`src/rtl/kbd_pkg.sv`:
```
// kbd_pkg: shared PS/2 receiver state encoding and scan-code constants.
package kbd_pkg;
  typedef enum logic [1:0] {ST_IDLE, ST_DATA, ST_PARITY, ST_STOP} ps2_state_e;
  localparam logic [7:0] PS2_BREAK = 8'hF0;
  localparam logic [7:0] PS2_EXT = 8'hE0;
endpackage

```
`src/rtl/byte_fifo.sv`:
```
// byte_fifo: byte FIFO with a registered head so dout_o is valid as soon as valid_o rises.
module byte_fifo #(
  parameter int DEPTH = 4
) (
  input  logic       clk,
  input  logic       rst_n,
  input  logic       push_i,
  input  logic [7:0] din_i,
  input  logic       pop_i,
  output logic [7:0] dout_o,
  output logic       valid_o,
  output logic       ovf_o
);
  localparam int AW = $clog2(DEPTH);
  logic [7:0] mem_q [DEPTH];
  logic [AW:0] wptr_q, wptr_d, rptr_q, rptr_d;
  logic [7:0] head_d;
  logic empty, full, do_pop, do_push;
  always_comb begin
    empty = wptr_q == rptr_q;
    full = (wptr_q ^ rptr_q) == {1'b1, {AW{1'b0}}};
    do_pop = pop_i & ~empty;
    do_push = push_i & (~full | do_pop);
    rptr_d = rptr_q + (AW+1)'(do_pop);
    wptr_d = wptr_q + (AW+1)'(do_push);
    // the new head may be the very byte being written this cycle
    head_d = (do_push && rptr_d == wptr_q) ? din_i : mem_q[rptr_d[AW-1:0]];
    valid_o = ~empty;
  end
  always_ff @(posedge clk)
    if (do_push) mem_q[wptr_q[AW-1:0]] <= din_i;
  always_ff @(posedge clk or negedge rst_n)
    if (!rst_n) begin
      wptr_q <= '0;
      rptr_q <= '0;
      dout_o <= '0;
      ovf_o <= 1'b0;
    end else begin
      wptr_q <= wptr_d;
      rptr_q <= rptr_d;
      dout_o <= head_d;
      ovf_o <= push_i & ~do_push;
    end
endmodule

```
`src/rtl/ps2_kbd_rx.sv`:
```
// ps2_kbd_rx: PS/2 device-to-host frame receiver with break-code filter and scan-code FIFO.
module ps2_kbd_rx
  import kbd_pkg::*;
#(
  parameter int DEPTH = 4,
  parameter int TIMEOUT_CYCLES = 12500,
  parameter bit DROP_BREAK = 1'b1
) (
  input  logic       clk,
  input  logic       rst_n,
  input  logic       ps2_clk,
  input  logic       ps2_data,
  input  logic       kr,
  output logic [7:0] kd,
  output logic       kv,
  output logic       err,
  output logic       overflow
);
  localparam int TW = $clog2(TIMEOUT_CYCLES + 1);
  ps2_state_e state_q, state_d;
  logic [1:0] clk_s_q, dat_s_q;
  logic clk_prev_q;
  logic [2:0] bitcnt_q, bitcnt_d;
  logic [7:0] shreg_q, shreg_d;
  logic par_ok_q, par_ok_d, brk_q, brk_d, err_q, err_d;
  logic [TW-1:0] tcnt_q, tcnt_d;
  logic fall, din, timeout, accept, push;
  always_comb begin
    fall = clk_prev_q & ~clk_s_q[1];
    din = dat_s_q[1];
    timeout = state_q != ST_IDLE && tcnt_q == TW'(TIMEOUT_CYCLES);
    state_d = state_q;
    bitcnt_d = bitcnt_q;
    shreg_d = shreg_q;
    par_ok_d = par_ok_q;
    accept = 1'b0;
    err_d = timeout;
    tcnt_d = (fall || state_q == ST_IDLE) ? '0 : tcnt_q + TW'(1);
    if (timeout) begin
      state_d = ST_IDLE;
      shreg_d = '0;
    end else if (fall) begin
      case (state_q)
        ST_IDLE: if (!din) begin
          state_d = ST_DATA;
          bitcnt_d = '0;
        end
        ST_DATA: begin
          shreg_d = {din, shreg_q[7:1]};
          bitcnt_d = bitcnt_q + 3'd1;
          state_d = bitcnt_q == 3'd7 ? ST_PARITY : ST_DATA;
        end
        ST_PARITY: begin
          par_ok_d = ^shreg_q ^ din;
          state_d = ST_STOP;
        end
        default: begin
          accept = din & par_ok_q;
          err_d = ~accept;
          state_d = ST_IDLE;
        end
      endcase
    end
    // a break prefix and the byte after it never reach the FIFO
    push = accept & (~DROP_BREAK | (~brk_q & shreg_q != PS2_BREAK));
    brk_d = (DROP_BREAK && accept) ? ~brk_q & (shreg_q == PS2_BREAK) : brk_q;
  end
  always_ff @(posedge clk or negedge rst_n)
    if (!rst_n) begin
      clk_s_q <= 2'b11;
      dat_s_q <= 2'b11;
      clk_prev_q <= 1'b1;
      state_q <= ST_IDLE;
      bitcnt_q <= '0;
      shreg_q <= '0;
      par_ok_q <= 1'b0;
      brk_q <= 1'b0;
      err_q <= 1'b0;
      tcnt_q <= '0;
    end else begin
      clk_s_q <= {clk_s_q[0], ps2_clk};
      dat_s_q <= {dat_s_q[0], ps2_data};
      clk_prev_q <= clk_s_q[1];
      state_q <= state_d;
      bitcnt_q <= bitcnt_d;
      shreg_q <= shreg_d;
      par_ok_q <= par_ok_d;
      brk_q <= brk_d;
      err_q <= err_d;
      tcnt_q <= tcnt_d;
    end
  assign err = err_q;
  byte_fifo #(.DEPTH(DEPTH)) u_fifo (
    .clk(clk),
    .rst_n(rst_n),
    .push_i(push),
    .din_i(shreg_q),
    .pop_i(kr),
    .dout_o(kd),
    .valid_o(kv),
    .ovf_o(overflow)
  );
endmodule

```
`config.mk`:
```
export PLATFORM = sky130hd
export DESIGN_NAME = ps2_kbd_rx
export DESIGN_NICKNAME = d
export VERILOG_FILES = /design/src/rtl/kbd_pkg.sv /design/src/rtl/byte_fifo.sv /design/src/rtl/ps2_kbd_rx.sv
export SDC_FILE = /design/constraint.sdc
export NUM_CORES = 1
export LEC_CHECK = 0
export CAP_MARGIN = 5
export CORE_ASPECT_RATIO = 0.9
export CORE_MARGIN = 4
export CORE_UTILIZATION = 50
export CTS_BUF_LIST = sky130_fd_sc_hd__clkbuf_8
export CTS_CLUSTER_SIZE = 8
export DETAILED_ROUTE_END_ITERATION = 12
export GPL_ROUTABILITY_DRIVEN = 0
export GPL_TIMING_DRIVEN = 0
export PLACE_DENSITY = 0.72
export SYNTH_ARGS = -nofsm -noshare
export SYNTH_HDL_FRONTEND = slang
export SYNTH_HIERARCHICAL = 1
export SYNTH_SLANG_ARGS = --single-unit
```
`constraint.sdc`:
```
create_clock -name clk -period 4.3 [get_ports clk]
set_input_delay 1.29 -clock clk [delete_from_list [all_inputs] [get_ports clk]]
set_output_delay 1.29 -clock clk [all_outputs]
set_load 0.03 [all_outputs]
```
==> impl_metrics.env, run 1 <==
export IMPL_ys_async_sr_fraction_pct=61.0
export IMPL_final_area_um2=4070
export IMPL_fin_nets=300
export IMPL_cts_hold_buffers=0
export IMPL_arrival_ps=3680
export IMPL_die_w_um=97.1
export IMPL_dp_hpwl_um=3910
export IMPL_antenna_cells=0
export IMPL_die_area_um2=8570
export IMPL_fin_skew_ps=8.13
export IMPL_slew_viol_final=0
export IMPL_grt_ovfl_total=0
export IMPL_cts_buffer_depth=2
export IMPL_synth_top_area_share_pct=31.5
export IMPL_rows=28
export IMPL_internal_power_w=0.00167
export IMPL_seqPwrFrac_pct=45.2
export IMPL_avgRoutedWirePerCell_um=15.5
export IMPL_cap_violations=0
export IMPL_avgSynthCellArea_um2=13.9
export IMPL_synth_cell_types=43
export IMPL_rsz0062_at_grt="false"
export IMPL_core_area_um2=6760
export IMPL_synth_edf_count=32
export IMPL_finalHoldViolCount=0
export IMPL_cp_max_fo=10
export IMPL_status="complete, no violations"
export IMPL_setup_viol=0
export IMPL_ir_worst_vdd_mv=0.313
export IMPL_multi_input_area_um2=1300
export IMPL_via_per_inst=5.33
export IMPL_power_w=0.00243
export IMPL_grt_pass1_wl_um=9680
export IMPL_cts_tree="built"
export IMPL_finalWirelength_um=5870
export IMPL_relSlewSlack_pct=14.6
export IMPL_synth_seq_cells=82
export IMPL_synthCells=257
export IMPL_track_usage_pct=14.7
export IMPL_start_util_pct=52.9
export IMPL_h_tree_depth=3
export IMPL_critPathLaunchType="primary input"
export IMPL_p_comb_share_pct=31.1
export IMPL_end_kind="register"
export IMPL_vias=2021
export IMPL_power_leakage_nw=1.70
export IMPL_io_buffers=15
export IMPL_yosys_most_used_dff="dfrtp_1"
export IMPL_pin_count=16
export IMPL_cts_resized=0
export IMPL_yosys_top_cells_area="dfrtp_1 31%, edfxtp_1 27%, mux4_1 5.1%, ha_1 3.8%, dfstp_2 3.7%"
export IMPL_yosysTopAreaCell="dfrtp_1"
export IMPL_die_h_um=88.2
export IMPL_switchingPower_w=0.000767
export IMPL_syn_area_um2=3580
export IMPL_seqCellArea_um2=2220
export IMPL_fillers=515
export IMPL_hp_class="reg2reg"
export IMPL_drive_gt1_share_pct=14.2
export IMPL_grt_pass1_vias=1988
export IMPL_grt_antenna_before_repair=0
export IMPL_post_dp_cell_area_um2=3850
export IMPL_clock_fmax_mhz=290
export IMPL_fin_crit_sh_pct=80.2
export IMPL_synthToLayoutAreaGrowth_pct=13.8
export IMPL_clk_pin_slew_ps=80
export IMPL_cts_buffers=9
export IMPL_clock_sinks=82
export IMPL_fin_setup_tns_ps=0
export IMPL_critPathKind="in2reg"
export IMPL_required_ps=4530
export IMPL_grt_max_degree=41
export IMPL_tightest_slew_ps=1270
export IMPL_p_sw_share_pct=31.5
export IMPL_seq_area_frac_synth_pct=62.0
export IMPL_insertion_delay_ps=340
export IMPL_drtAntennaViolNets=0
export IMPL_drtIter0Drc=67
export IMPL_yosysWarnings=6
export IMPL_first_pass_iters=4
export IMPL_clockRootBuffer="clkbuf_8"
export IMPL_postCtsSetupRepairBufs=0
export IMPL_pwr_share_clk_pct=23.7
export IMPL_remaining_drc_errors=0
export IMPL_layout_min_cycle_time_ps=3450
export IMPL_synth_nets=273
export IMPL_powerDensity_nw_per_um2=598
per-layer routing:
layer	vias up	global-route usage, %	part of all wire, %
met2	30	24.9	48
met3	8	4.57	3.3
li1	986	-	-
met5	-	0	0
met1	997	18.5	48
met4	0	4.59	1.4
per-stage QoR:
| step | cells | setup WS, ps | util [%] | hold WS (ps) |
|---|---|---|---|---|
| finish | 379 | 851 | 60.2 | 360 |
| global route | 379 | 662 | 60.2 | 362 |
| CTS | 379 | 759 | 60.1 | 361 |
| detailed placement | 363 | 458 | 57.0 | 347 |
| global placement | 362 | 439 | 56.8 | 347 |
| floorplan | 257 | 1300 | - | 345 |
cell type report:
| cell class | count | share of cell area, % |
|---|---|---|
| Clock buffer | 9 | 3.04 |
| Timing Repair Buffer | 16 | 4.06 |
| Clock inverter | 7 | 2.12 |
| Inverter | 12 | 1.11 |
| Multi-Input combinational cell | 159 | 31.9 |
| Sequential cell | 82 | 54.5 |
| Buffer | 4 | 0.492 |
| Tap cell | 90 | 2.77 |
cell usage after synthesis (2+ instances only):
library cell	number
dfrtp_1	45
edfxtp_1	32
nand2_1	24
nor2_1	19
xnor2_1	13
inv_1	12
xor2_1	12
ha_1	11
a21oi_1	10
mux2_2	9
mux4_1	7
nand4_1	6
dfstp_2	5
mux2i_1	4
nor3_1	4
and3_1	3
nand3_1	3
nor4_1	3
o21ai_0	3
a22o_1	2
and4_1	2
clkbuf_1	2
nand3b_1	2
nor2b_1	2
nor4_4	2
o211ai_1	2
or4_1	2
worst max-delay path, cell delays in order:
cell and delay (ps):
clkdlybuf4s50_1 580, and3_2 210, ha_1 230, buf_4 200, xor2_1 180, nor4_4 580, mux2_2 420
sequential cells by signal, indices dropped and copies added (netlist names):
name           flops
bitcnt_q           3
par_ok_q           1
dat_s_q            2
state_q            2
u_fifo/wptr_q      3
u_fifo/rptr_q      3
u_fifo/dout_o      8
clk_prev_q         1
u_fifo/mem_q      32
shreg_q            8
err                1
u_fifo/ovf_o       1
clk_s_q            2
brk_q              1
tcnt_q            14
final timing paths:
| path | start | endpoint | slack [ps] | cells after the start |
|---|---|---|---|---|
| min | clk_s_q[0]$_DFF_PN1_ | clk_s_q[1]$_DFF_PN1_ | 360 | 0 |
| min in group asynchronous | rst_n | u_fifo/rptr_q[0]$_DFF_PN0_ | 820 | 1 |
| max | kr | u_fifo/dout_o[2]$_DFF_PN0_ | 850 | 7 |
| max reg2reg | state_q[0]$_DFFE_PN0P_ | u_fifo/mem_q[0][6]$_DFFE_PP_ | 900 | 7 |
| min reg2reg | clk_s_q[0]$_DFF_PN1_ | clk_s_q[1]$_DFF_PN1_ | 360 | 0 |
| max in group asynchronous | rst_n | clk_s_q[0]$_DFF_PN1_ | 2920 | 2 |
layout by cell type (no fill, tap or decap), types with 2 or more instances in the layout:
cell type / instances
a21oi_1: 10
a22o_1: 2
and3_1: 3
and4_1: 2
buf_2: 2
bufinv_16: 2
clkbuf_1: 2
clkbuf_8: 9
clkdlybuf4s50_1: 14
clkinv_2: 2
dfrtp_1: 45
dfstp_2: 5
edfxtp_1: 32
ha_1: 11
inv_1: 14
mux2_2: 9
mux2i_1: 4
mux4_1: 7
nand2_1: 24
nand3_1: 3
nand3b_1: 2
nand4_1: 6
nor2_1: 19
nor2b_1: 2
nor3_1: 4
nor4_1: 3
nor4_4: 2
o211ai_1: 2
o21ai_0: 3
or4_1: 2
xnor2_1: 13
xor2_1: 12
power by group through the flow:
stage / sequential (W) / combinational (W) / clock, W
floorplan: 0.00116 / 0.000490 / 0
global placement: 0.00111 / 0.000749 / 0
detailed placement: 0.00111 / 0.000764 / 0
CTS: 0.00110 / 0.000766 / 0.000591
global route: 0.00112 / 0.000825 / 0.000626
finish: 0.00110 / 0.000757 / 0.000577
logic make-up (layout without fill, tap and decap cells):
| family | count (synthesis) | in the layout | share of synthesized area, % |
|---|---|---|---|
| mux | 21 | 21 | 9.41 |
| simple gates | 80 | 80 | 12.4 |
| buf+inv | 16 | 48 | 1.82 |
| compound gates | 21 | 21 | 3.92 |
| xor+xnor | 26 | 26 | 6.58 |
| fa+ha+maj | 11 | 11 | 3.85 |
| flops | 82 | 82 | 62.0 |
No activity file was read; power rests on OpenSTA's default activity.
==> run 2: changes to the inputs <==
PLACE_DENSITY = 0.75   (was 0.72)
clock period = 2.8 ns   (was 4.3 ns; I/O delays follow)
==> run 2 against run 1 <==
Effect of this change: non-clock buffer count increased by 10; die area unchanged; sequential power increased by 54%; clock skew about the same; clock power increased by 58%; sequential share of layout area decreased by 2.3 points.
==> impl_metrics.env, run 2 (synthesis results as in run 1) <==
export IMPL_setup_viol=0
export IMPL_critPathMaxStageDelay_ps=420
export IMPL_fin_nets=310
export IMPL_io_buffers=15
export IMPL_status="complete, no violations"
export IMPL_critPathKind="reg2reg"
export IMPL_die_area_um2=8570
export IMPL_avgRoutedWirePerCell_um=15.5
export IMPL_pre_cts_slack_ps=-574
export IMPL_core_area_um2=6760
export IMPL_cts_buffer_depth=2
export IMPL_critPathLaunchType="register"
export IMPL_layout_commonest_cell="dfrtp_1"
export IMPL_start_util_pct=52.9
export IMPL_clock_sinks=82
export IMPL_grt_pass1_wl_um=10200
export IMPL_clk_pin_slew_ps=80
export IMPL_tightest_slew_ps=621
export IMPL_h_tree_depth=3
export IMPL_grt_antenna_before_repair=0
export IMPL_fin_crit_sh_pct=97.1
export IMPL_first_pass_iters=4
export IMPL_slowest_stage="dfrtp_2"
export IMPL_slew_viol_final=0
export IMPL_power_w=0.00382
export IMPL_insertion_delay_ps=340
export IMPL_antenna_cells=0
export IMPL_finalHoldViolCount=0
export IMPL_final_cell_mix="41 x dfrtp_1, 32 x edfxtp_1, 24 x nand2_1"
export IMPL_final_cells=388
export IMPL_cts_buffers=9
export IMPL_synthToLayoutAreaGrowth_pct=19.0
export IMPL_busiest_layer="met2"
export IMPL_clockRootBuffer="clkbuf_8"
export IMPL_required_ps=3020
export IMPL_power_leakage_nw=1.74
export IMPL_finalWirelength_um=6000
export IMPL_arrival_ps=2940
export IMPL_cap_violations=0
export IMPL_cp_max_fo=8
export IMPL_fin_util_pct=62.9
export IMPL_powerDensity_nw_per_um2=899
export IMPL_remaining_drc_errors=0
export IMPL_cts_tree="built"
export IMPL_vias=2043
export IMPL_fin_skew_ps=7.72
export IMPL_grt_max_degree=41
export IMPL_die_h_um=88.2
export IMPL_layout_min_cycle_time_ps=2720
export IMPL_track_usage_pct=15.3
export IMPL_relSlewSlack_pct=58.5
export IMPL_met1_usage_pct=20.2
export IMPL_hp_class="reg2reg"
export IMPL_drtAntennaViolNets=0
export IMPL_worst_hold_slack_ps=359
export IMPL_path_cells="xor2_1 -> or3_4 -> and3_2 -> ha_2 -> xor2_2 -> xor2_1 -> nor4_4 -> buf_12 -> mux2_2"
export IMPL_dp_hpwl_um=3860
export IMPL_via_per_inst=5.27
export IMPL_clock_fmax_mhz=368
export IMPL_dp_cells=363
export IMPL_path_buf_inv=1
export IMPL_cp_top_family="simple AND/OR/NAND/NOR gates"
export IMPL_worst_path_most_repeated_cell="xor2_1"
export IMPL_die_w_um=97.1
export IMPL_pin_count=16
export IMPL_largest_reg_flops=32
export IMPL_drtIter0Drc=97
export IMPL_ir_worst_vdd_mv=0.643
export IMPL_end_kind="register"
export IMPL_grt_ovfl_total=0
export IMPL_grt_util_met2_pct=25.4
export IMPL_use_met3_pct=5.04
export IMPL_drive_gt1_share_pct=21.5
export IMPL_grt_pass1_vias=2046
export IMPL_rows=28
export IMPL_fin_ws_ps=81.6
## run 2: cell count changes in the layout (fill, tap and decap cells not counted), moves of 2 or more
cell / change
clkdlybuf4s50_1: -2
buf_12: +2
nor3_4: +2
clkinvlp_4: +2
buf_4: +8
dlygate4sd2_1: +2
inv_1: -2
clkinv_2: -2
dfrtp_1: -4
nor3_1: -2
dfrtp_2: +4
## run 2: cell type report
class | count | area, um2
fill | 487 | 2510
sequential | 82 | 2220
multi-input combinational | 159 | 1370
timing repair buffer | 27 | 270
clock buffer | 10 | 138
tap | 90 | 113
clock inverter | 5 | 78.8
inverter | 12 | 45.0
buffer | 3 | 20.0
## run 2: routing by layer
layer / wire length, um / vias to the layer above
met3: 223 / 4
met2: 2920 / 29
met5: 0 / -
met1: 2820 / 1002
met4: 34 / 0
li1: - / 1008
## run 2: final timing paths
path / startpoint / slack (ps) / cells after the start / to
max reg2reg: u_fifo/rptr_q[0]$_DFF_PN0_ / 80 / 9 / u_fifo/dout_o[2]$_DFF_PN0_
min: clk_s_q[0]$_DFF_PN1_ / 360 / 0 / clk_s_q[1]$_DFF_PN1_
min in group asynchronous: rst_n / 370 / 1 / u_fifo/dout_o[6]$_DFF_PN0_
max in group asynchronous: rst_n / 1860 / 2 / clk_s_q[1]$_DFF_PN1_
min reg2reg: clk_s_q[0]$_DFF_PN1_ / 360 / 0 / clk_s_q[1]$_DFF_PN1_
max: u_fifo/rptr_q[0]$_DFF_PN0_ / 80 / 9 / u_fifo/dout_o[2]$_DFF_PN0_
## run 2: timing repair
item	CTS	global route
endpoints found under the setup margin	41	42
hold buffers	0	0
pin swaps	2	4
gates resized for setup	14	6
buffers inserted	5	6
## run 2: worst register-to-register path, stage by stage (launching register included)
cell	delay (ps)
dfrtp_2	420
xor2_1	190
or3_4	390
and3_2	220
ha_2	190
xor2_2	190
xor2_1	170
nor4_4	310
buf_12	170
mux2_2	350
## run 2: report_power, final
group	internal (W)	switching, W
clock	0.000518	0.000392
combinational	0.000609	0.000611
sequential	0.00149	0.000200
## run 2: per-stage QoR
| step | setup TNS, ps | cell area (um2) |
|---|---|---|
| 2_1_floorplan | 0 | 3580 |
| 3_3_place_gp | -40770 | 3850 |
| 3_5_place_dp | -14130 | 3860 |
| 4_1_cts | 0 | 4170 |
| 5_1_grt | -75.3 | 4250 |
| 6_report | 0 | 4250 |
==> run 3: changes to the inputs <==
CTS_CLUSTER_DIAMETER = 120   (was default)
PLACE_DENSITY = 0.72   (was 0.75)
clock period = 3.45 ns   (was 2.8 ns; I/O delays follow)
==> run 3 against run 2 <==
Effect of this change: setup slack improved by 160 ps; non-clock buffer count fell by 10; power fell by 21%; cell count fell by 2.3%; global-route usage fell by 0.55 points; sequential power fell by 19%; via count fell by 0.83%; largest cell class unchanged.
==> impl_metrics.env, run 3 (synthesis results as in run 1) <==
export IMPL_required_ps=3680
export IMPL_grt_antenna_before_repair=0
export IMPL_pre_cts_slack_ps=-137
export IMPL_grt_ovfl_total=0
export IMPL_clockRootBuffer="clkbuf_8"
export IMPL_drive_gt1_share_pct=14.9
export IMPL_clock_fmax_mhz=312
export IMPL_vias=2026
export IMPL_fin_nets=300
export IMPL_path_cells="clkbuf_1 -> o211ai_2 -> nor4_4 -> or4_1 -> nor3_1 -> o31ai_1 -> nor4_4 -> mux2_2"
export IMPL_wl_met2_um=2810
export IMPL_synthToLayoutAreaGrowth_pct=14.0
export IMPL_remaining_drc_errors=0
export IMPL_antenna_cells=0
export IMPL_layout_min_cycle_time_ps=3210
export IMPL_regToRegEndpoint="u_fifo/dout_o[2]$_DFF_PN0_"
export IMPL_relSlewSlack_pct=48.1
export IMPL_setup_viol=0
export IMPL_grt_pass1_wl_um=9690
export IMPL_rows=28
export IMPL_critPathLaunchType="register"
export IMPL_cap_violations=0
export IMPL_grt_max_degree=41
export IMPL_power_leakage_nw=1.70
export IMPL_slowest_stage="nor4_4"
export IMPL_fin_setup_tns_ps=0
export IMPL_cp_max_fo=10
export IMPL_cts_hold_buffers=0
export IMPL_final_cell_mix="45 x dfrtp_1, 32 x edfxtp_1, 24 x nand2_1"
export IMPL_reg2regPathDepth=8
export IMPL_worst_path_most_repeated_cell="nor4_4"
export IMPL_avgRoutedWirePerCell_um=15.5
export IMPL_powerDensity_nw_per_um2=744
export IMPL_cts_buffer_depth=2
export IMPL_die_h_um=88.2
export IMPL_rsz0062_at_grt="false"
export IMPL_fin_util_pct=60.3
export IMPL_h_tree_depth=3
export IMPL_layout_commonest_cell="dfrtp_1"
export IMPL_core_area_um2=6760
export IMPL_start_util_pct=52.9
export IMPL_pin_count=16
export IMPL_fin_crit_sh_pct=92.9
export IMPL_fin_skew_ps=8.21
export IMPL_fin_ws_ps=244
export IMPL_slew_viol_final=0
export IMPL_hp_class="reg2reg"
export IMPL_grt_pass1_vias=1989
export IMPL_worstSetupStartpoint="state_q[0]$_DFFE_PN0P_"
export IMPL_tightest_slew_ps=772
export IMPL_clk_pin_slew_ps=80
export IMPL_cts_tree="built"
export IMPL_finalHoldViolCount=0
export IMPL_setup_worst_path_end="u_fifo/dout_o[2]$_DFF_PN0_"
export IMPL_postCtsSetupRepairBufs=0
export IMPL_drtIter0Drc=66
export IMPL_track_usage_pct=14.7
export IMPL_cts_buffers=9
export IMPL_largest_reg_flops=32
export IMPL_insertion_delay_ps=340
export IMPL_via_per_inst=5.35
export IMPL_timing_rr_start="state_q[0]$_DFFE_PN0P_"
export IMPL_m1WireLength_um=2810
export IMPL_die_w_um=97.1
export IMPL_dp_hpwl_um=3910
export IMPL_arrival_ps=3430
export IMPL_ir_worst_vdd_mv=0.390
export IMPL_die_area_um2=8570
export IMPL_worst_hold_slack_ps=360
export IMPL_clock_sinks=82
export IMPL_drtAntennaViolNets=0
export IMPL_io_buffers=15
export IMPL_critPathMaxStageDelay_ps=660
export IMPL_finalWirelength_um=5890
export IMPL_first_pass_iters=4
export IMPL_reg2reg_setup_slack_ps=240
export IMPL_met3_wirelength_um=175
export IMPL_end_kind="register"
export IMPL_status="complete, no violations"
export IMPL_top_layer_used="met4"
export IMPL_critPathKind="reg2reg"
==> run 3: timing repair <==
item,4_1_cts,5_1_grt
endpoints found under the setup margin,8,16
hold endpoints to repair,0,0
resized for setup,1,2
==> run 3: stage by stage <==
stage / instances / total power (W) / area (um2)
after floorplan: 257 / 0.00205 / 3580
after global placement: 362 / 0.00231 / 3840
after detailed placement: 363 / 0.00234 / 3850
after CTS: 379 / 0.00306 / 4070
after global routing: 379 / 0.00320 / 4080
final: 379 / 0.00303 / 4080
==> run 3: routing by layer <==
metal  vias to the layer above  GRT usage, %
li1                        986             -
met1                      1004          18.6
met2                        27          24.9
met3                         9          4.57
met4                         0          4.59
met5                         -             0
==> run 3: worst min-delay path by stage <==
stage / start / end / slack [ps] / depth (start not counted)
2_1_floorplan: clk_s_q[0]$_DFF_PN1_ / clk_s_q[1]$_DFF_PN1_ / 350 / 0
3_5_place_dp: dat_s_q[0]$_DFF_PN1_ / dat_s_q[1]$_DFF_PN1_ / 350 / 0
4_1_cts: dat_s_q[0]$_DFF_PN1_ / dat_s_q[1]$_DFF_PN1_ / 360 / 0
3_3_place_gp: clk_s_q[0]$_DFF_PN1_ / clk_s_q[1]$_DFF_PN1_ / 350 / 0
6_report: clk_s_q[0]$_DFF_PN1_ / clk_s_q[1]$_DFF_PN1_ / 360 / 0
5_1_grt: dat_s_q[0]$_DFF_PN1_ / dat_s_q[1]$_DFF_PN1_ / 360 / 0
==> run 3: power breakdown <==
group	internal (W)	switching, W
clock	0.000401	0.000319
combinational	0.000468	0.000476
sequential	0.00121	0.000161
total	0.00208	0.000955
==> run 3: critical path: cells and delay by family, from the launching register on <==
kind,cells,cell delay (ps)
compound gates,2,480
buf+inv,1,210
flops,1,360
mux,1,410
simple gates,4,1620
==> run 3: cell type report <==
class	count	area, um2
plain buffers	4	20.0
clock buffers	9	124
clock inverters	7	86.3
fillers	510	2690
inverters	12	45.0
multi-input cells	159	1310
flip-flops and latches	82	2220
well taps	90	113
repair buffers	16	165
==> RTL change 1, RTL diff (flow settings as in run 2) <==
Put a register stage on the output `kd`, with the module's reset. The value now appears one clock later. The other outputs are not delayed to match.
--- a/src/rtl/ps2_kbd_rx.sv
+++ b/src/rtl/ps2_kbd_rx.sv
@@ -19,2 +19,4 @@
   localparam int TW = $clog2(TIMEOUT_CYCLES + 1);
+
+  logic [7:0] kd_d;
   ps2_state_e state_q, state_d;
@@ -98,3 +100,3 @@
     .pop_i(kr),
-    .dout_o(kd),
+    .dout_o(kd_d),
     .valid_o(kv),
@@ -102,2 +104,10 @@
   );
+  always_ff @(posedge clk or negedge rst_n) begin
+    if (!rst_n) begin
+      kd <= '0;
+    end else begin
+      kd <= kd_d;
+    end
+  end
+
 endmodule
Function: no difference found for any inputs over 10 cycles, from zero or initial values and one cycle with rst_n low; that may be too few to reach the edited logic, so the function may still have changed.
==> RTL change 1 against run 2 <==
Routed wire length up 0.27%; area after synthesis up 7.7%; sequential cell count up 8; final area up 4.3%; worst setup slack better by 0.059 ns; critical path type unchanged; largest cell class unchanged.
Power is not compared: it rests on default switching activity, and its combinational part moved more than twofold at a synthesized area within 25%.
==> RTL change 1: results (changes against run 2) <==
| Metric | Value |
|---|---|
| Final nets | 312 (+0.65%) |
| Sequential area share after synthesis | 62.8% (+0.76 points) |
| FF-to-FF path depth | 9 (unchanged) |
| DR vias | 2123 (+3.9%) |
| Dpl hpwl | 4.09 mm (+5.8%) |
| Antenna cells | 0 (unchanged) |
| First-pass GRT wire length | 10.3 mm (+1.1%) |
| GRT Total Usage | 14.4% (-0.92 points) |
| Top post-synthesis cells by area | dfrtp_1 34%, edfxtp_1 25%, mux4_1 4.8%, ha_1 3.6%, dfstp_2 3.4% |
| Reg2Reg Setup Slack | 0.14 ns (+0.06 ns) |
| Fraction of layout cells with a size suffix above 1 | 20.9% (-0.55 points) |
| Initial antenna violation count | 0 (unchanged) |
| Per-cell routed wire length | 15.1 um (-2.0%) |
| EDFF count, synth | 32 (unchanged) |
| Worst hold start | u_fifo/dout_o[7]$_DFF_PN0_ |
| Number of distinct library cells after synthesis | 55 (+28%) |
| Placed Area | 0.00414 sq mm (+7.2%) |
| Postcts setup bufs | 4 (-1) |
| Root Driver | clkbuf_8 |
| Reg2Reg Launch Point | u_fifo/rptr_q[0]$_DFF_PN0_ |
| Clock transition at path regs | 0.10 ns (+0.02 ns) |
| Max Clock Skew | 0.0141 ns (+0.00639 ns) |
| Outcome | completed |
| Hold path endpoint | kd[7]$_DFF_PN0_ |
| Synth Net Count | 281 (+2.9%) |
| Crit Reg-Reg Endpoint | u_fifo/dout_o[6]$_DFF_PN0_ |
| Ys async rst share | 64.4% (+3.5 points) |
| CP arrival | 2.90 ns (-0.04 ns) |
| DR iter-0 viols | 73 (-25%) |
| Worst relative slew slack | 57.0% (-1.5 points) |
| Largest net degree at the start of global routing | 41 (unchanged) |
| Number of gates resized after CTS | 9 (-5) |
| Synth cell count leaders | 53 x dfrtp_1, 32 x edfxtp_1, 19 x nor2_1 |
-- RTL change 1: cell count changes in the layout (fill, tap and decap cells not counted), sizes merged, moves of 3 or more --
cell   change
a21oi      -3
nand2     -13
dfrtp      +8
buf        -7
o21ai      +8
nor2       +3
inv        +5
mux2i      +4
xor2       -3
-- RTL change 1: routing by layer --
layer	share of wire, %	track usage [%]	vias to the layer above	wire [um]
met2	48	22.1	31	2880
met3	3.6	4.38	9	218
met4	1.4	4.04	0	87
li1	-	-	1023	-
met1	47	19.8	1060	2830
met5	0	0	-	0
-- RTL change 1: how the worst max path moves through the flow --
stage | from | endpoint | slack, ns | cells past startpoint
floorplan | u_fifo/rptr_q[0]$_DFF_PN0_ | u_fifo/dout_o[0]$_DFF_PN0_ | 0.01 | 8
global placement | rst_n | tcnt_q[6]$_DFF_PN0_ | -0.86 | 1
detailed placement | kr | u_fifo/dout_o[3]$_DFF_PN0_ | -0.49 | 7
CTS | tcnt_q[0]$_DFF_PN0_ | u_fifo/mem_q[0][4]$_DFFE_PP_ | 0.007 | 8
global route | u_fifo/rptr_q[0]$_DFF_PN0_ | u_fifo/dout_o[2]$_DFF_PN0_ | -0.008 | 9
finish | u_fifo/rptr_q[0]$_DFF_PN0_ | u_fifo/dout_o[6]$_DFF_PN0_ | 0.14 | 9
-- RTL change 1: worst register-to-register path, cell delays in order, from the launching register on --
cell,delay [ns]
dfrtp_2,0.42
xor2_1,0.19
or3_4,0.39
and3_2,0.21
ha_1,0.19
xor2_1,0.18
xor2_1,0.18
nor4_4,0.27
buf_6,0.17
mux2_2,0.34
-- RTL change 1: cell families after synthesis --
| logic type | after synthesis | share of synthesized area, % |
|---|---|---|
| AO/OA/AOI/OAI | 26 | 4.39 |
| XOR/XNOR | 24 | 5.65 |
| adder cells (fa/ha/maj) | 11 | 3.57 |
| buffers and inverters | 16 | 1.69 |
| flip-flops | 90 | 62.8 |
| multiplexers | 25 | 9.88 |
| AND/OR/NAND/NOR | 73 | 12.0 |
-- RTL change 1: power breakdown --
part           total (W)  internal [W]  leakage (nW)  switching [W]
Sequential       0.00161       0.00149          1.04       0.000118
Combinational   0.000366      0.000183         0.699       0.000182
Clock           0.000908      0.000429         0.107       0.000479
-- RTL change 1: through the flow --
stage          instances  hold slack [ns]  setup TNS, ns  setup WS (ns)
2_1_floorplan        265            0.331              0         0.0122
3_3_place_gp         376            0.333         -54.83         -0.862
3_5_place_dp         377            0.335         -11.73         -0.486
4_1_cts              397            0.358              0        0.00683
5_1_grt              397            0.362        -0.0158       -0.00804
6_report             397            0.355              0          0.141
-- RTL change 1: cell type report --
type                    count  area (sq um)
fillers                   591          3070
flip-flops and latches     90          2420
multi-input cells         159          1420
repair buffers             20           200
clock buffers               9           124
well taps                  96           120
clock inverters             7          81.3
inverters                  13          48.8
plain buffers               3          20.0
==> RTL change 2, RTL diff (flow settings as in run 2) <==
Made on the original files. `DEPTH` is set to 4 in 2 places; all go to 8.
--- a/src/rtl/byte_fifo.sv
+++ b/src/rtl/byte_fifo.sv
@@ -2,3 +2,3 @@
 module byte_fifo #(
-  parameter int DEPTH = 4
+  parameter int DEPTH = 8
 ) (
--- a/src/rtl/ps2_kbd_rx.sv
+++ b/src/rtl/ps2_kbd_rx.sv
@@ -4,3 +4,3 @@
 #(
-  parameter int DEPTH = 4,
+  parameter int DEPTH = 8,
   parameter int TIMEOUT_CYCLES = 12500,
Check against the original RTL: no difference found for any inputs over 10 cycles, from zero or initial values and one cycle with rst_n low; that may be too few to reach the edited logic, so the function may still have changed.
==> RTL change 2 against run 2 <==
The flow now finishes with violations (negative setup slack); total power rose by 70%; worst setup slack lost 0.19 ns; worst hold slack worse by 0.061 ns; routed wire length rose by 68%; sequential cell count is 34 higher; final area is 47% higher; area after synthesis is 38% higher; clock skew grew 0.011 ns; critical endpoint is now u_fifo/dout_o[3]$_DFF_PN0_; largest cell class unchanged.
==> RTL change 2: results (changes against run 2) <==
| Metric | Value |
|---|---|
| Outcome | finished with violations |
| Failing checks | negative setup slack |
| Initial antenna violation count | 0 (unchanged) |
| Yosys warning total | 6 (unchanged) |
| CP arrival | 3.22 ns (+0.28 ns) |
| Leakage power total | 2.45 nW (+41%) |
| Most used DFF post-synth | edfxtp_1 |
| Synth Net Count | 340 (+25%) |
| Largest register FFs | 64 (+100%) |
| CP top delay family | multiplexers |
| DRT antenna net count | 0 (unchanged) |
| Fraction of layout cells with a size suffix above 1 | 35.1% (+14 points) |
| Dpl hpwl | 5.43 mm (+41%) |
| Worst setup margin | -0.105 ns (-0.186 ns) |
| Worst setup SP type | register |
| Synth cell count leaders | 64 x edfxtp_1, 47 x dfrtp_1, 25 x nand2_1 |
| EDFF count, synth | 64 (+100%) |
| Reg2Reg Launch Point | u_fifo/wptr_q[1]$_DFF_PN0_ |
| Worst-path maximum fanout | 10 (+2) |
| Port-buffer cells | 15 (unchanged) |
| Reg2Reg Setup Slack | -0.10 ns (-0.19 ns) |
| GRT Total Usage | 18.6% (+3.3 points) |
| DR iter-0 viols | 172 (+77%) |
| Vias per cell | 5.41 (+2.8%) |
| CTS H-tree depth | 4 (+1) |
| Ys async rst share | 44.8% (-16 points) |
| Root Driver | clkbuf_8 |
| First-pass GRT wire length | 15.9 mm (+56%) |
| Antenna cells | 0 (unchanged) |
| Setup WS pre-CTS | -0.901 ns (-0.327 ns) |
| Hold WS | 0.298 ns (-0.0611 ns) |
| CTS buffer count | 17 (+8) |
| Sequential area share after synthesis | 65.6% (+3.5 points) |
| Max IR drop VDD | 592 uV (-8.0%) |
| Number of global-route vias before repair | 3018 (+48%) |
| Clk buf depth | 2 (unchanged) |
| Top post-synthesis cells by area | edfxtp_1 39%, dfrtp_1 24%, mux4_2 7.3%, mux2_2 3.9%, ha_1 3.0% |
| Final setup fails | 8 (+8) |
| Per-cell routed wire length | 19.2 um (+25%) |
| FF-to-FF path depth | 12 (+3) |
| Worst Hold Class | in2async |
| Clock transition at path regs | 0.09 ns |
| Slowest CP cell | dfrtp_1 |
| CP peak stage delay | 0.40 ns (-0.02 ns) |
| Clock latency on the worst-skew pair | 0.42 ns (+0.08 ns) |
| Max Clock Skew | 0.0188 ns (+0.0111 ns) |
| Number of distinct library cells after synthesis | 41 (-4.7%) |
| Final nets | 400 (+29%) |
| DR pass1 iterations | 4 (unchanged) |
| Largest net degree at the start of global routing | 42 (+2.4%) |
| Crit Reg-Reg Endpoint | u_fifo/dout_o[3]$_DFF_PN0_ |
| Worst Tran Pin Value | 0.630 ns (+0.00818 ns) |
-- RTL change 2: cell types whose count changed after synthesis, sizes merged, moves of 4 or more --
| cell | before | now |
|---|---|---|
| nor3 | 4 | 8 |
| buf | 2 | 6 |
| mux2 | 10 | 18 |
| mux4 | 7 | 16 |
| edfxtp | 32 | 64 |
-- RTL change 2: cell families after synthesis --
group | synth area share, %
DFF | 65.6
muxes | 11.6
and+or+nand+nor | 9.35
AOI/OAI and AO/OA | 3.13
xor gates and xnor gates | 5.26
buffers and inverters | 2.01
adders and majority gates | 3.05
-- RTL change 2: what timing repair did --
item                                    in CTS  in global routing
buffers inserted                            16                 10
endpoints found under the hold margin        0                  0
pin swaps                                    9                  7
cloned                                       1                  0
endpoints found under the setup margin      76                 74
resized for setup                           40                 14
-- RTL change 2: cell type report --
class | count | area [sq um]
clock buffer | 17 | 234
tap | 126 | 158
buffer | 8 | 116
sequential | 116 | 3230
multi-input combinational | 184 | 1850
inverter | 13 | 48.8
timing repair buffer | 43 | 445
fill | 667 | 3400
clock inverter | 15 | 168
-- RTL change 2: where the power goes --
group	switching [W]	internal [W]
logic	0.00105	0.00147
clock network	0.000747	0.000816
registers	0.000290	0.00213
-- RTL change 2: worst max path at each step --
stage                                               to  slack (ns)  cells past startpoint
after floorplan             u_fifo/dout_o[0]$_DFF_PN0_       -0.41                     12
after global placement    u_fifo/mem_q[0][5]$_DFFE_PP_       -0.97                      8
after detailed placement  u_fifo/mem_q[4][6]$_DFFE_PP_       -0.90                      8
after CTS                   u_fifo/dout_o[7]$_DFF_PN0_       -0.11                     13
after global routing        u_fifo/dout_o[3]$_DFF_PN0_       -0.16                     12
final                       u_fifo/dout_o[3]$_DFF_PN0_       -0.10                     12
-- RTL change 2: stage by stage --
step                      TNS [ns]  area, sq um  util (%)  total power [W]  std cells
after floorplan              -9.62         5010         -          0.00392        323
after global placement      -83.36         5320      55.1          0.00435        464
after detailed placement    -50.06         5340      55.3          0.00440        465
after CTS                   -0.742         6140      63.6          0.00636        513
after global routing        -0.977         6250      64.8          0.00684        522
final                       -0.550         6250      64.8          0.00651        522
-- RTL change 2: worst reg2reg max path, stage by stage, from the launching register on --
cell and delay [ns]:
dfrtp_1 0.40, buf_6 0.13, xor2_2 0.16, nor3_4 0.21, nand2_2 0.09, and2_4 0.19
ha_4 0.17, ha_4 0.27, clkbuf_16 0.15, clkbuf_16 0.16, mux4_2 0.35, mux2_4 0.29
mux2_4 0.26
-- RTL change 2: metal layers --
layer	part of all wire, %	wire length, um	vias up	GRT usage (%)
li1	-	-	1315	-
met1	41	4130	1447	21.5
met2	54	5440	54	33.7
met3	3.3	327	10	4.85
met4	1.5	150	0	6.75
met5	0	0	-	0
